**config.mk**
```make
export PLATFORM = sky130hd
export DESIGN_NAME = core_branch_unit_flat
export DESIGN_NICKNAME = d
export VERILOG_FILES = /design/src/rtl/core_branch_unit_if.sv /design/src/rtl/core_branch_unit.sv /design/src/flat_wrapper.sv
export SDC_FILE = /design/constraint.sdc
export NUM_CORES = 1
export LEC_CHECK = 0
export CORE_AREA = 2 2 146 162
export DETAILED_ROUTE_END_ITERATION = 10
export DIE_AREA = 0 0 148 164
export PLACE_DENSITY_LB_ADDON = 0.08
export SLEW_MARGIN = 10
export SYNTH_ARGS = -nofsm -noshare
export SYNTH_HDL_FRONTEND = slang
export SYNTH_SLANG_ARGS = --single-unit
```
**constraint.sdc**
```tcl
create_clock -name clk -period 3.5 [get_ports clk]
set_input_delay 1.05 -clock clk [delete_from_list [all_inputs] [get_ports clk]]
set_output_delay 1.05 -clock clk [all_outputs]
set_load 0.02 [all_outputs]
```
**src/rtl/core_branch_unit_if.sv**
```systemverilog
// Issue-side and writeback-side signal bundle for the branch unit.
interface core_branch_unit_if #(
   parameter int unsigned XLEN     = 32,
   parameter int unsigned OFFSET_W = 12,
   parameter int unsigned NREGS    = 16
);
   localparam int unsigned RD_W = (NREGS > 1) ? $clog2(NREGS) : 1;

   logic                in_valid;
   logic                in_ready;
   logic [XLEN-2:0]     in_pc;
   logic [2:0]          in_cond;
   logic                in_indirect;
   logic [OFFSET_W-1:0] in_offset;
   logic                in_link;
   logic [RD_W-1:0]     in_rd;
   logic [XLEN-1:0]     a;
   logic [XLEN-1:0]     b;
   logic                branch;
   logic [XLEN-2:0]     target;
   logic                wb_valid;
   logic                wb_ready;
   logic [RD_W-1:0]     wb_rd;
   logic [XLEN-1:0]     wb_value;
   logic [NREGS-1:0]    raw_mask;

   // Issue / writeback side
   modport master (
      output in_valid, in_pc, in_cond, in_indirect, in_offset, in_link, in_rd, a, b, wb_ready,
      input  in_ready, branch, target, wb_valid, wb_rd, wb_value, raw_mask
   );

   // Branch unit side
   modport slave (
      input  in_valid, in_pc, in_cond, in_indirect, in_offset, in_link, in_rd, a, b, wb_ready,
      output in_ready, branch, target, wb_valid, wb_rd, wb_value, raw_mask
   );
endinterface

```
**src/rtl/core_branch_unit.sv**
```systemverilog
// Branch/jump execution unit: resolves conditions, emits a one-cycle redirect
// pulse, and buffers link results in a small writeback queue.
module core_branch_unit #(
   parameter int unsigned     XLEN     = 32,
   parameter int unsigned     OFFSET_W = 12,
   parameter int unsigned     NREGS    = 16,
   parameter int unsigned     WB_DEPTH = 4,
   parameter logic [XLEN-1:0] RESET_PC = '0
) (
   input logic               clk,
   input logic               rst,
   core_branch_unit_if.slave bus
);
   localparam int unsigned RD_W  = (NREGS > 1) ? $clog2(NREGS) : 1;
   localparam int unsigned PC_W  = XLEN - 1;
   localparam int unsigned PTR_W = (WB_DEPTH > 1) ? $clog2(WB_DEPTH) : 1;
   localparam int unsigned CNT_W = $clog2(WB_DEPTH + 1);
   localparam logic [CNT_W-1:0] CntFull = CNT_W'(WB_DEPTH);
   localparam logic [PTR_W-1:0] PtrLast = PTR_W'(WB_DEPTH - 1);

   logic                branch_q;
   logic [PC_W-1:0]     target_q;
   logic [PTR_W-1:0]    wr_ptr_q, rd_ptr_q;
   logic [CNT_W-1:0]    count_q;
   logic [WB_DEPTH-1:0] valid_q;
   logic [RD_W-1:0]     rd_q  [WB_DEPTH];
   logic [XLEN-1:0]     val_q [WB_DEPTH];

   logic                accept, taken, push, pop;
   logic [PC_W-1:0]     offset_sext, target_d;
   logic [XLEN-1:0]     link_value;
   logic [NREGS-1:0]    raw_mask_d;

   function automatic logic [PTR_W-1:0] ptr_inc(input logic [PTR_W-1:0] p);
      return (p == PtrLast) ? '0 : p + 1'b1;
   endfunction

   // Wrong-path ops are blocked while the redirect pulse is out.
   assign bus.in_ready = !branch_q && (count_q < CntFull);
   assign accept       = bus.in_valid && bus.in_ready;
   assign push         = accept && bus.in_link;
   assign pop          = (count_q != '0) && bus.wb_ready;

   assign offset_sext = {{(PC_W - OFFSET_W){bus.in_offset[OFFSET_W-1]}}, bus.in_offset};
   assign target_d    = bus.in_indirect ? bus.a[XLEN-1:1] : bus.in_pc + offset_sext;
   // Return address is the byte address of the next 32-bit instruction.
   assign link_value  = {bus.in_pc + PC_W'(2), 1'b0};

   // Condition evaluation on operands a/b
   always_comb begin
      taken = 1'b0;
      unique case (bus.in_cond)
         3'd0:    taken = 1'b1;
         3'd1:    taken = (bus.a == bus.b);
         3'd2:    taken = (bus.a != bus.b);
         3'd3:    taken = ($signed(bus.a) < $signed(bus.b));
         3'd4:    taken = ($signed(bus.a) >= $signed(bus.b));
         3'd5:    taken = (bus.a < bus.b);
         3'd6:    taken = (bus.a >= bus.b);
         default: taken = 1'b0;
      endcase
   end

   // Hazard mask: every queued destination plus the one being pushed now
   always_comb begin
      raw_mask_d = '0;
      for (int i = 0; i < WB_DEPTH; i++) begin
         if (valid_q[i]) raw_mask_d[rd_q[i]] = 1'b1;
      end
      if (push) raw_mask_d[bus.in_rd] = 1'b1;
   end

   // Redirect pulse and target; reset behaves as a redirect to the reset vector
   always_ff @(posedge clk) begin
      if (rst) begin
         branch_q <= 1'b1;
         target_q <= RESET_PC[XLEN-1:1];
      end else begin
         branch_q <= accept && taken;
         if (accept && taken) target_q <= target_d;
      end
   end

   // Queue pointers, occupancy and per-slot valid bits
   always_ff @(posedge clk) begin
      if (rst) begin
         wr_ptr_q <= '0;
         rd_ptr_q <= '0;
         count_q  <= '0;
         valid_q  <= '0;
      end else begin
         if (push) begin
            valid_q[wr_ptr_q] <= 1'b1;
            wr_ptr_q          <= ptr_inc(wr_ptr_q);
         end
         // Push and pop never target the same slot: that needs empty and full at once.
         if (pop) begin
            valid_q[rd_ptr_q] <= 1'b0;
            rd_ptr_q          <= ptr_inc(rd_ptr_q);
         end
         unique case ({push, pop})
            2'b10:   count_q <= count_q + 1'b1;
            2'b01:   count_q <= count_q - 1'b1;
            default: count_q <= count_q;
         endcase
      end
   end

   // Queue payload storage, qualified by valid_q so no reset needed
   always_ff @(posedge clk) begin
      if (push) begin
         rd_q[wr_ptr_q]  <= bus.in_rd;
         val_q[wr_ptr_q] <= link_value;
      end
   end

   assign bus.branch   = branch_q;
   assign bus.target   = target_q;
   assign bus.wb_valid = (count_q != '0);
   assign bus.wb_rd    = rd_q[rd_ptr_q];
   assign bus.wb_value = val_q[rd_ptr_q];
   assign bus.raw_mask = raw_mask_d;
endmodule

```
**src/flat_wrapper.sv**
```systemverilog
// flat-port wrapper written by rule: the top's interface ports become plain ports
module core_branch_unit_flat 
#(
   parameter int unsigned     XLEN     = 32,
   parameter int unsigned     OFFSET_W = 12,
   parameter int unsigned     NREGS    = 16,
   parameter int unsigned     WB_DEPTH = 4,
   parameter logic [XLEN-1:0] RESET_PC = '0
)
  (clk, rst, bus_in_valid, bus_in_pc, bus_in_cond, bus_in_indirect, bus_in_offset, bus_in_link, bus_in_rd, bus_a, bus_b, bus_wb_ready, bus_in_ready, bus_branch, bus_target, bus_wb_valid, bus_wb_rd, bus_wb_value, bus_raw_mask);
  core_branch_unit_if #(.XLEN(XLEN), .OFFSET_W(OFFSET_W), .NREGS(NREGS)) bus_i ();
  input logic clk;
  input logic rst;
  input wire logic [$bits(bus_i.in_valid)-1:0] bus_in_valid;
  input wire logic [$bits(bus_i.in_pc)-1:0] bus_in_pc;
  input wire logic [$bits(bus_i.in_cond)-1:0] bus_in_cond;
  input wire logic [$bits(bus_i.in_indirect)-1:0] bus_in_indirect;
  input wire logic [$bits(bus_i.in_offset)-1:0] bus_in_offset;
  input wire logic [$bits(bus_i.in_link)-1:0] bus_in_link;
  input wire logic [$bits(bus_i.in_rd)-1:0] bus_in_rd;
  input wire logic [$bits(bus_i.a)-1:0] bus_a;
  input wire logic [$bits(bus_i.b)-1:0] bus_b;
  input wire logic [$bits(bus_i.wb_ready)-1:0] bus_wb_ready;
  output wire logic [$bits(bus_i.in_ready)-1:0] bus_in_ready;
  output wire logic [$bits(bus_i.branch)-1:0] bus_branch;
  output wire logic [$bits(bus_i.target)-1:0] bus_target;
  output wire logic [$bits(bus_i.wb_valid)-1:0] bus_wb_valid;
  output wire logic [$bits(bus_i.wb_rd)-1:0] bus_wb_rd;
  output wire logic [$bits(bus_i.wb_value)-1:0] bus_wb_value;
  output wire logic [$bits(bus_i.raw_mask)-1:0] bus_raw_mask;
  assign bus_i.in_valid = bus_in_valid;
  assign bus_i.in_pc = bus_in_pc;
  assign bus_i.in_cond = bus_in_cond;
  assign bus_i.in_indirect = bus_in_indirect;
  assign bus_i.in_offset = bus_in_offset;
  assign bus_i.in_link = bus_in_link;
  assign bus_i.in_rd = bus_in_rd;
  assign bus_i.a = bus_a;
  assign bus_i.b = bus_b;
  assign bus_i.wb_ready = bus_wb_ready;
  assign bus_in_ready = bus_i.in_ready;
  assign bus_branch = bus_i.branch;
  assign bus_target = bus_i.target;
  assign bus_wb_valid = bus_i.wb_valid;
  assign bus_wb_rd = bus_i.wb_rd;
  assign bus_wb_value = bus_i.wb_value;
  assign bus_raw_mask = bus_i.raw_mask;
  core_branch_unit #(.XLEN(XLEN), .OFFSET_W(OFFSET_W), .NREGS(NREGS), .WB_DEPTH(WB_DEPTH), .RESET_PC(RESET_PC)) u_core (.clk(clk), .rst(rst), .bus(bus_i));
endmodule
```
# Word level (Yosys, flattened, before mapping)
# Memories as Yosys holds them, arrays and structs flattened. A register that Yosys moved wholly into a read port is not among the register bits.
# Index checks and enable logic that the tools add are counted.
# word_totals
memories	2
mem_bits_rw	140
out_inout_bits	86
reg_bits	43
elab_cells	101
in_bits	120
# classes
n_reduce_logical	16
addsub	6
n_bitwise	7
mux	33
n_eq_ne	12
order_cmp	19
# mem_list
memory	depth	width	read_ports	rd_ports_with_merged_regs	write_ports	line	text
u_core.val_q	4	31	1	1	1	core_branch_unit.sv:27	logic [XLEN-1:0] val_q [WB_DEPTH];
u_core.rd_q	4	4	5	1	1	core_branch_unit.sv:26	logic [RD_W-1:0] rd_q [WB_DEPTH];
# ops
op	count
2-to-1 mux 16 bit	5
greater-or-equal comparator 32 bit	2
less-than comparator 32 bit	2
bitwise OR 16 bit	4
== test 32 bit	1
inequality test 32 bit	1
adder 31 x 2 -> 31 bit (second input constant)	1
adder 31 bit	1
2-to-1 mux 31 bit	1
less-than comparator 4 x 5 -> 1 bit (second input constant)	5
demux 1 bit (select 4 bit)	5
greater-or-equal comparator 4 x 1 -> 1 bit (second input constant)	5
logical AND 1 bit	12
2-to-1 mux 2 bit	6
2-to-1 mux 4 bit	3
== test 3 bit (second input constant)	3
2-to-1 mux 1 bit	9
one-hot mux 1 bit (7 select lines)	1
== test 2 bit (second input constant)	3
== test 3 x 2 -> 1 bit (second input constant)	2
less-than comparator 2 x 3 -> 1 bit (second input constant)	2
one-hot mux 3 bit (2 select lines)	1
adder 2 x 1 -> 2 bit (second input constant)	2
bitwise AND 4 bit	1
other kinds (13)	15

# Longest topological paths before layout
# An unclocked memory read counts as a cell.
# depth
word_depth	14
mapped_depth	11
mapped_depth_nobuf	11

# Least setup slack after synthesis
# Ideal clock, no wire load.
# synth_path
kind	in2out
start	input bus_in_link
end	output bus_raw_mask[0]
t_arrival_ns	2.380
stages	5
slack_ns	0.070
path_buffers	1
t_required_ns	2.450
cell_sequence	and3_1 -> clkbuf_1 -> inv_1 -> or3_1 -> o31ai_1
# synth_via
elab_chain_len	2
# synth_rtl
item	line	text
start: declaration	flat_wrapper.sv:19	input wire logic [$bits(bus_i.in_link)-1:0] bus_in_link;
logical AND 1 bit	core_branch_unit.sv:41	assign push = accept && bus.in_link;
2-to-1 mux 16 bit	core_branch_unit.sv:70	if (push) raw_mask_d[bus.in_rd] = 1'b1;
end: declaration	flat_wrapper.sv:30	output wire logic [$bits(bus_i.raw_mask)-1:0] bus_raw_mask;
# No other way between the ends.

# Final worst setup path
# layout_path
start	input bus_a[31]
end	register u_core.target_q[22], in the netlist u_core.bus.target[22]
# layout_via
elab_chain_len	3
word_cells_on_any_way	8
classes_between	4 x order compare; 2 x eq/ne; 1 x mux; 1 x reduce/logical
# layout_rtl
item	line	text
start: declaration	flat_wrapper.sv:21	input wire logic [$bits(bus_i.a)-1:0] bus_a;
greater-or-equal comparator 32 bit (tied with other cells)	core_branch_unit.sv:59	3'd6: taken = (bus.a >= bus.b);
one-hot mux 1 bit (7 select lines) *	core_branch_unit.sv:52	unique case (bus.in_cond)
logical AND 1 bit *	core_branch_unit.sv:80	if (accept && taken) target_q <= target_d;
end signal: assignment	core_branch_unit.sv:77	target_q <= RESET_PC[XLEN-1:1];
end signal: assignment	core_branch_unit.sv:80	
end: declaration	core_branch_unit.sv:22	logic [PC_W-1:0] target_q;
# Every way passes the cells marked *; elsewhere a longest branch is shown, timed or not.
# A chain may end at the register's enable or synchronous reset.

==> impl_results.md <==
- Max-cap viol count: 0
- Drt first pass iters: 5
- CP cell instances: clkdlybuf4s50_1 -> ha_4 -> a21o_1 -> a211oi_2 -> o21ai_2 -> o32a_1 -> mux2i_1 -> buf_4 -> a21oi_4 -> buf_12 -> clkbuf_16 -> o2111ai_2 -> a21oi_1
- Top-count cell post-synth: edfxtp_1
- Register area share after synthesis: 46.0%
- Max-slew violations: 0
- Hold depth: 2
- Yosys top cell by area: edfxtp_1
- Syn. warnings: 0
- Share of post-route cells with drive strength above 1: 29.8%
- Syn_nets: 1194
- Vias in the first global route: 9545
- Final period util: 98.6%
- Num CTS Buffers: 17
- R2R Setup Slk: 1.29 ns
- Worst setup EP type: register
- Crit-path max FO: 6
- Setup violations, final: 0
- Post-synthesis cell area: 11100 sq um
- TritonCTS clock tree: yes
- Critical path arrival: 3.81 ns
- Synth area leaders: edfxtp_1 (38%), dfxtp_1 (8.1%), ha_1 (8.1%), mux4_2 (7.1%), a21oi_1 (3.7%)
- Leakage: 6.23 nW
- Synthesized flop and latch total: 185
- Most used DFF post-synth: edfxtp_1
- Kind of critical path: input port to register
- Setup crit start kind: input port
- Layout area overhead: 45.8%
- Placed cells: 1662
- Hold crit path type: register to register
- Die H: 164 microns
- Vias after detailed routing: 9823
- Hold-fix buffers, CTS: 0
- Worst R2R Start: u_core.count_q[2]$_SDFFE_PP0P_
- Final wirelength: 33900 microns
- Core ar.: 22600 sq um
- Clk slew on worst S/H paths: 0.08 ns
- IO buf count: 204
- Setup ws final: 0.0475 ns
- Total track usage: 27.5%
- Worst Path Required: 3.86 ns
- Dpl ws: -0.751 ns
- IO Pins: 206
- Post-layout nets: 1594
- Clock root buffer: clkbuf_16
- Die ar.: 24300 sq um
- Slew headroom: 59.0%
- Unrepaired setup endpoints after global routing: yes
- Min-delay src: u_core.bus.target[30]$_SDFFE_PP0P_
- Slowest CP cell: clkdlybuf4s50_1
- Worst R2R Path Depth: 11
- Min cycle time layout: 3.45 ns
- Worst slew pin tran: 0.615 ns
- H-tree depth: 4
- Post-synth top area share: 37.9%
- Cell Rows: 58
- Post-route ant nets: 0
- Mean post-synth cell area: 11.1 sq um
- Largest net degree at the start of global routing: 40
- Number of flops mapped to enable cells by yosys: 140
- RePlAce Congestion: 0.886
- Ys async rst share: 0%
- Status: finished clean
- Max IR drop VDD: 0.408 mV
- Syn Inst Count: 1000
- Initial antenna violation count: 0
- Final Non-Filler Cells: 1713
- First-pass GRT wire length: 51400 microns
- Detailed Place HPWL: 24700 microns
- DR vias/cell: 5.73
- Sink Count: 185
- Library cells used by synthesis: 75
- Diode count: 0
- R2R Path End: u_core.count_q[2]$_SDFFE_PP0P_
- Worst skew pair latency: 0.43 ns
- Pwr/cell area: 391 nW/um^2
- Worst Clk Skew: 0.0120 ns
- DR iter-0 viols: 638
- Remaining DRCs: 0
- Chip width: 148 microns
- WL per Instance: 19.8 microns
- Max Clock Freq: 290 MHz
- Fin. Hold Viols: 0
- WHS Endpoint: u_core.bus.target[30]$_SDFFE_PP0P_
- Most common library cells after synthesis: edfxtp_1 (140), a21oi_1 (81), ha_1 (72), nand2_1 (72)
- Initial Utilization: 49.0%
- Slowest stage delay, CP: 0.56 ns
- CTS max path bufs: 2
- Gr ovfl total: 0
- Setup TNS: 0 ns
placed cells by master, fill, tap and decap left out, drive strengths merged, types with 12 or more instances in the layout:
| cell type | synthesis | layout |
|---|---|---|
| buf | 15 | 226 |
| clkdlybuf4s50 | 0 | 167 |
| edfxtp | 140 | 140 |
| a21oi | 84 | 84 |
| nand2 | 72 | 72 |
| ha | 72 | 72 |
| inv | 58 | 66 |
| nor2 | 58 | 59 |
| dfxtp | 45 | 45 |
| o21ai | 39 | 39 |
| mux4 | 35 | 35 |
| nor3 | 32 | 32 |
| xnor2 | 26 | 26 |
| nand3 | 25 | 25 |
| a211oi | 25 | 25 |
| o22ai | 23 | 23 |
| clkbuf | 20 | 19 |
| dlymetal6s2s | 0 | 18 |
| a21o | 16 | 16 |
| nand4 | 15 | 15 |
| xor2 | 14 | 14 |
| and2 | 13 | 13 |
| nand2b | 13 | 13 |
| o21a | 13 | 13 |
| a311oi | 13 | 13 |
| mux2i | 12 | 12 |
| and3 | 12 | 12 |
cell families (layout without fill, tap and decap cells):
kind of cell | after synthesis | in the layout | share of synthesized area (%)
AOI/OAI and AO/OA | 272 | 272 | 17.3
and+or+nand+nor | 287 | 288 | 13.1
adders and majority gates | 74 | 74 | 8.48
other | 1 | 1 | 0.0338
DFF | 185 | 185 | 46.0
xor gates and xnor gates | 40 | 40 | 3.16
muxes | 48 | 48 | 8.29
buffers and inverters | 93 | 505 | 3.57
flip-flops by register name, summed over array words and instances (netlist names), named ones only:
name / count
u_core.val_q: 124
u_core.count_q: 3
u_core.rd_q: 16
u_core.rd_ptr_q: 2
u_core.bus.target: 31
u_core.valid_q: 4
u_core.bus.branch: 1
u_core.wr_ptr_q: 2
routing by layer:
metal  share of wire [%]  routed length, microns  GRT usage, %
met5                   0                       0             0
met4                 2.5                     860          7.92
met3                 5.9                    2010          4.78
met2                  49                   16500          45.5
met1                  43                   14500          37.3
area by class of cell:
| class | count | area (sq um) |
|---|---|---|
| clock inverter | 15 | 156 |
| inverter | 58 | 220 |
| fill | 1658 | 6470 |
| sequential | 185 | 5110 |
| multi-input combinational | 723 | 6110 |
| clock buffer | 17 | 425 |
| timing repair buffer | 415 | 3780 |
| tap | 300 | 375 |
critical path, delay by kind of cell:
kind / cells / cell delay [ns]
AOI/OAI and AO/OA: 7 / 1.34
muxes: 1 / 0.15
adders and majority gates: 1 / 0.24
buffers and inverters: 4 / 1.02
worst max path at each step:
| stage | from | end | depth (start not counted) |
|---|---|---|---|
| detailed placement | bus_b[11] | u_core.bus.target[23]$_SDFFE_PP0P_ | 11 |
| CTS | bus_in_link | bus_raw_mask[0] | 6 |
| finish | bus_a[31] | u_core.bus.target[22]$_SDFFE_PP0P_ | 13 |
| floorplan | bus_in_link | bus_raw_mask[0] | 5 |
| global route | bus_a[1] | u_core.bus.target[22]$_SDFFE_PP0P_ | 14 |
| global placement | bus_b[31] | u_core.bus.target[23]$_SDFFE_PP0P_ | 11 |
through the flow:
step	total power, mW	hold slack (ns)	cell area [sq um]	util [%]
floorplan	3.48	0.468	11100	-
global placement	4.30	0.462	14900	65.6
detailed placement	4.32	0.484	14900	65.6
CTS	6.24	0.502	15500	68.3
global route	6.59	0.525	16200	71.4
finish	6.32	0.505	16200	71.4
timing repair:
action / CTS / global route
endpoints found under the setup margin: 44 / 51
endpoints found under the hold margin: 0 / 0
cloned: 1 / 4
buffers inserted: 1 / 13
resized for setup: 108 / 107
pin swaps: 7 / 40
power by group:
part           switching (mW)  internal [mW]  leakage, nW
Sequential             0.0501           2.42         1.63
Combinational           0.947          0.986         4.31
Clock                   0.959          0.956        0.289
Total                    1.96           4.37         6.23
(Power assumes the default switching activity.)
==> edit (config.mk and constraints unchanged) <==
Make the reset (`rst`) asynchronous in 2 clocked blocks.
--- a/src/rtl/core_branch_unit.sv
+++ b/src/rtl/core_branch_unit.sv
@@ -72,5 +72,5 @@
 
    // Redirect pulse and target; reset behaves as a redirect to the reset vector
-   always_ff @(posedge clk) begin
+   always_ff @(posedge clk or posedge rst) begin
       if (rst) begin
          branch_q <= 1'b1;
@@ -83,5 +83,5 @@
 
    // Queue pointers, occupancy and per-slot valid bits
-   always_ff @(posedge clk) begin
+   always_ff @(posedge clk or posedge rst) begin
       if (rst) begin
          wr_ptr_q <= '0;
Formal check against the unedited RTL: not equivalent (Yosys sat finds a counterexample within 4 cycles, from zero or initial values and one cycle with rst high).
==> edit against the original RTL <==
  * The run now ends with negative setup slack left
  * Hold slack better by 0.0014 ns
  * Setup slack worse by 0.17 ns
  * Wire length shrank 13%
  * Sequential cell count is 2 lower
  * Cell area fell by 1.5%
  * Sequential share of layout area up 1.6 points
  * Via count is 10% lower
  * Global-route usage down 2.6 points
  * First-iteration DRC count decreased by 33%
  * Area after synthesis fell by 2.1%
  * Critical path type unchanged
  * Largest cell class unchanged
Power is not compared: it rests on default switching activity, and its combinational part moved more than twofold at a synthesized area within 25%.
==> edit: results (changes against the original RTL) <==
The flow ran to the end, but the final reports show violations. The final reports fail on negative setup slack. The number of flip-flops under the largest register name is 124 (unchanged).

The number of nets in the final layout came to 1506 (-5.5%). The number of antenna violations at the first check in global routing is 0 (unchanged). The final estimated routing congestion in global placement came out at 0.910 (+2.7%).

The count of cell types in the netlist came out at 70 (-6.7%). The post-synth net total is 1101 (-7.8%). The via count of the first global-routing pass was 9128 (-4.4%).

Among all stages on the critical path, the largest delay is contributed by or4_4. The sequential fraction of the synthesis area was 0.486 (+0.0259). The number of gates resized after cts came to 309 (+190%). The detailed-route via count is 8842 (-10%). The peak per-stage delay on the critical path came out at 0.54 ns (-0.02 ns). The routed length per placed instance is 18.3 um (-7.8%). The number of enable flip-flop cells after synthesis came out at 140 (unchanged).

The remaining max-slew budget at the tightest pin was 0.588 (-0.00162). The reported net switching power came out at 3.06 mW. The family with the most delay on the worst path is simple AND/OR/NAND/NOR gates. The cell sitting at the root of the clock tree is a clkbuf_16.

The total setup buffers inserted after CTS came to 12 (+11). The clock latency reported for the late side of the worst-skew pair is 0.43 ns (about the same). The total inserted antenna cells is 0 (unchanged). The share of flip-flops with an asynchronous set or reset came out at 0.235 (+0.235). The largest driver fanout on the critical path came out at 8 (+2).

The H-tree level count is 4 (unchanged). Counting flops per register, the top entry is u_core.val_q. The power in the clock group is 1.98 mW. The first-pass GRT wire length is 47100 um (-8.3%). The number of iterations in the first detailed-routing pass came out at 5 (unchanged). The worst clock skew is 0.0101 ns (-0.00192 ns). The count of endpoints failing setup in the final report came out at 30 (+30). By area the synthesized netlist is led by edfxtp_1 39%, dfrtp_1 9.7%, ha_1 8.3%, mux4_2 7.3%, mux2_4 3.9%. The count of yosys warnings during synthesis came out at 0 (unchanged). The maximum number of pins on one net before global-route repair is 39 (-2.5%).

The share of cells above drive strength 1 came out at 0.343 (+0.0454). The pre-CTS setup slack was -1.01 ns (-0.261 ns). The clock-pin slew on the worst setup and hold paths is 0.08 ns (about the same). The buffer levels on the longest clock path is 2 (unchanged). The post-route worst hold slack is 0.507 ns (+0.00135 ns). After synthesis, the most frequently instantiated cells are 140 x edfxtp_1, 79 x nand2_1, 72 x ha_1. The most area-hungry cell type in the Yosys netlist is edfxtp_1.

The worst endpoint data arrival time came out at 3.94 ns (+0.13 ns). The detailed placer's ending HPWL was 21500 um (-13%). The min-delay analysis places its worst path in the category reg2reg.

For this design the static power due to leakage is 6.40 nW. The post-layout worst setup margin came out at -0.122 ns (-0.170 ns). The part of the power in combinational logic came out at 0.444.

The number of I/O port buffers is 204 (unchanged). The clock buffer count from CTS is 17 (unchanged). The count of routing violations after the opening detailed-route iteration came out at 427 (-33%). The global router's overall resource usage came out at 0.249 (-0.0260). The worst ir drop on vdd is 0.425 mV.
## edit: cell count changes in the layout (fill, tap and decap cells not counted), sizes merged, moves of 17 or more
cell / unedited run / this run
o22ai: 23 / 6
a211oi: 25 / 6
dlygate4sd2: 1 / 25
buf: 226 / 254
nor2: 59 / 36
dfxtp: 45 / 0
dfrtp: 0 / 42
a21oi: 84 / 40
clkdlybuf4s50: 167 / 124
mux2: 1 / 32
## edit: cells by family (layout without fill, tap and decap cells)
group | Yosys count | count (layout) | synth area share
DFF | 183 | 183 | 0.486
AOI/OAI and AO/OA | 184 | 184 | 0.111
buffers and inverters | 78 | 496 | 0.0310
muxes | 71 | 71 | 0.119
xor gates and xnor gates | 55 | 55 | 0.0443
other | 1 | 1 | 0.000345
adders and majority gates | 74 | 74 | 0.0866
and+or+nand+nor | 261 | 261 | 0.121
## edit: routing by layer
layer	routed length, um	part of all wire	up-vias	global-route usage
li1	-	-	4257	-
met1	12300	0.41	4269	0.305
met2	14900	0.50	262	0.433
met3	1740	0.059	54	0.0564
met4	774	0.026	0	0.0874
met5	0	0	-	0
## edit: through the flow
step / std cells / power [mW] / area (sq um) / setup TNS, ns
5_1_grt: 1625 / 9.25 / 15900 / -5.13
6_report: 1625 / 8.82 / 15900 / -3.36
4_1_cts: 1621 / 8.84 / 15800 / -2.14
3_5_place_dp: 1575 / 6.75 / 14700 / -42.53
3_3_place_gp: 1575 / 6.72 / 14700 / -38.90
2_1_floorplan: 907 / 5.02 / 11000 / -8.88
## edit: worst reg2reg max path: cells and delay by family (launching register included)
family        cells  cell delay [ns]
flops             1             0.58
xor+xnor          2             0.31
simple gates      3             0.40
buf+inv           3             0.24
fa+ha+maj         2             0.53
## edit: path summary, 6_finish.rpt
check | slack [ns] | endpoint | cells past startpoint | startpoint
max in group asynchronous | 1.88 | u_core.bus.branch$_DFF_PP1_ | 3 | rst
min in group asynchronous | 0.86 | u_core.count_q[2]$_DFFE_PP0P_ | 2 | rst
max reg2reg | 1.36 | u_core.count_q[2]$_DFFE_PP0P_ | 10 | u_core.bus.branch$_DFF_PP1_
max | -0.12 | u_core.bus.target[12]$_DFFE_PP0P_ | 14 | bus_b[11]
min reg2reg | 0.51 | u_core.count_q[0]$_DFFE_PP0P_ | 1 | u_core.count_q[0]$_DFFE_PP0P_
min | 0.51 | u_core.count_q[0]$_DFFE_PP0P_ | 1 | u_core.count_q[0]$_DFFE_PP0P_
## edit: area by class of cell
cell class / count / area, sq um
fillers: 1687 / 6720
multi-input cells: 646 / 5830
flip-flops and latches: 183 / 5280
repair buffers: 411 / 3590
clock buffers: 17 / 425
well taps: 300 / 375
inverters: 53 / 214
clock inverters: 15 / 208
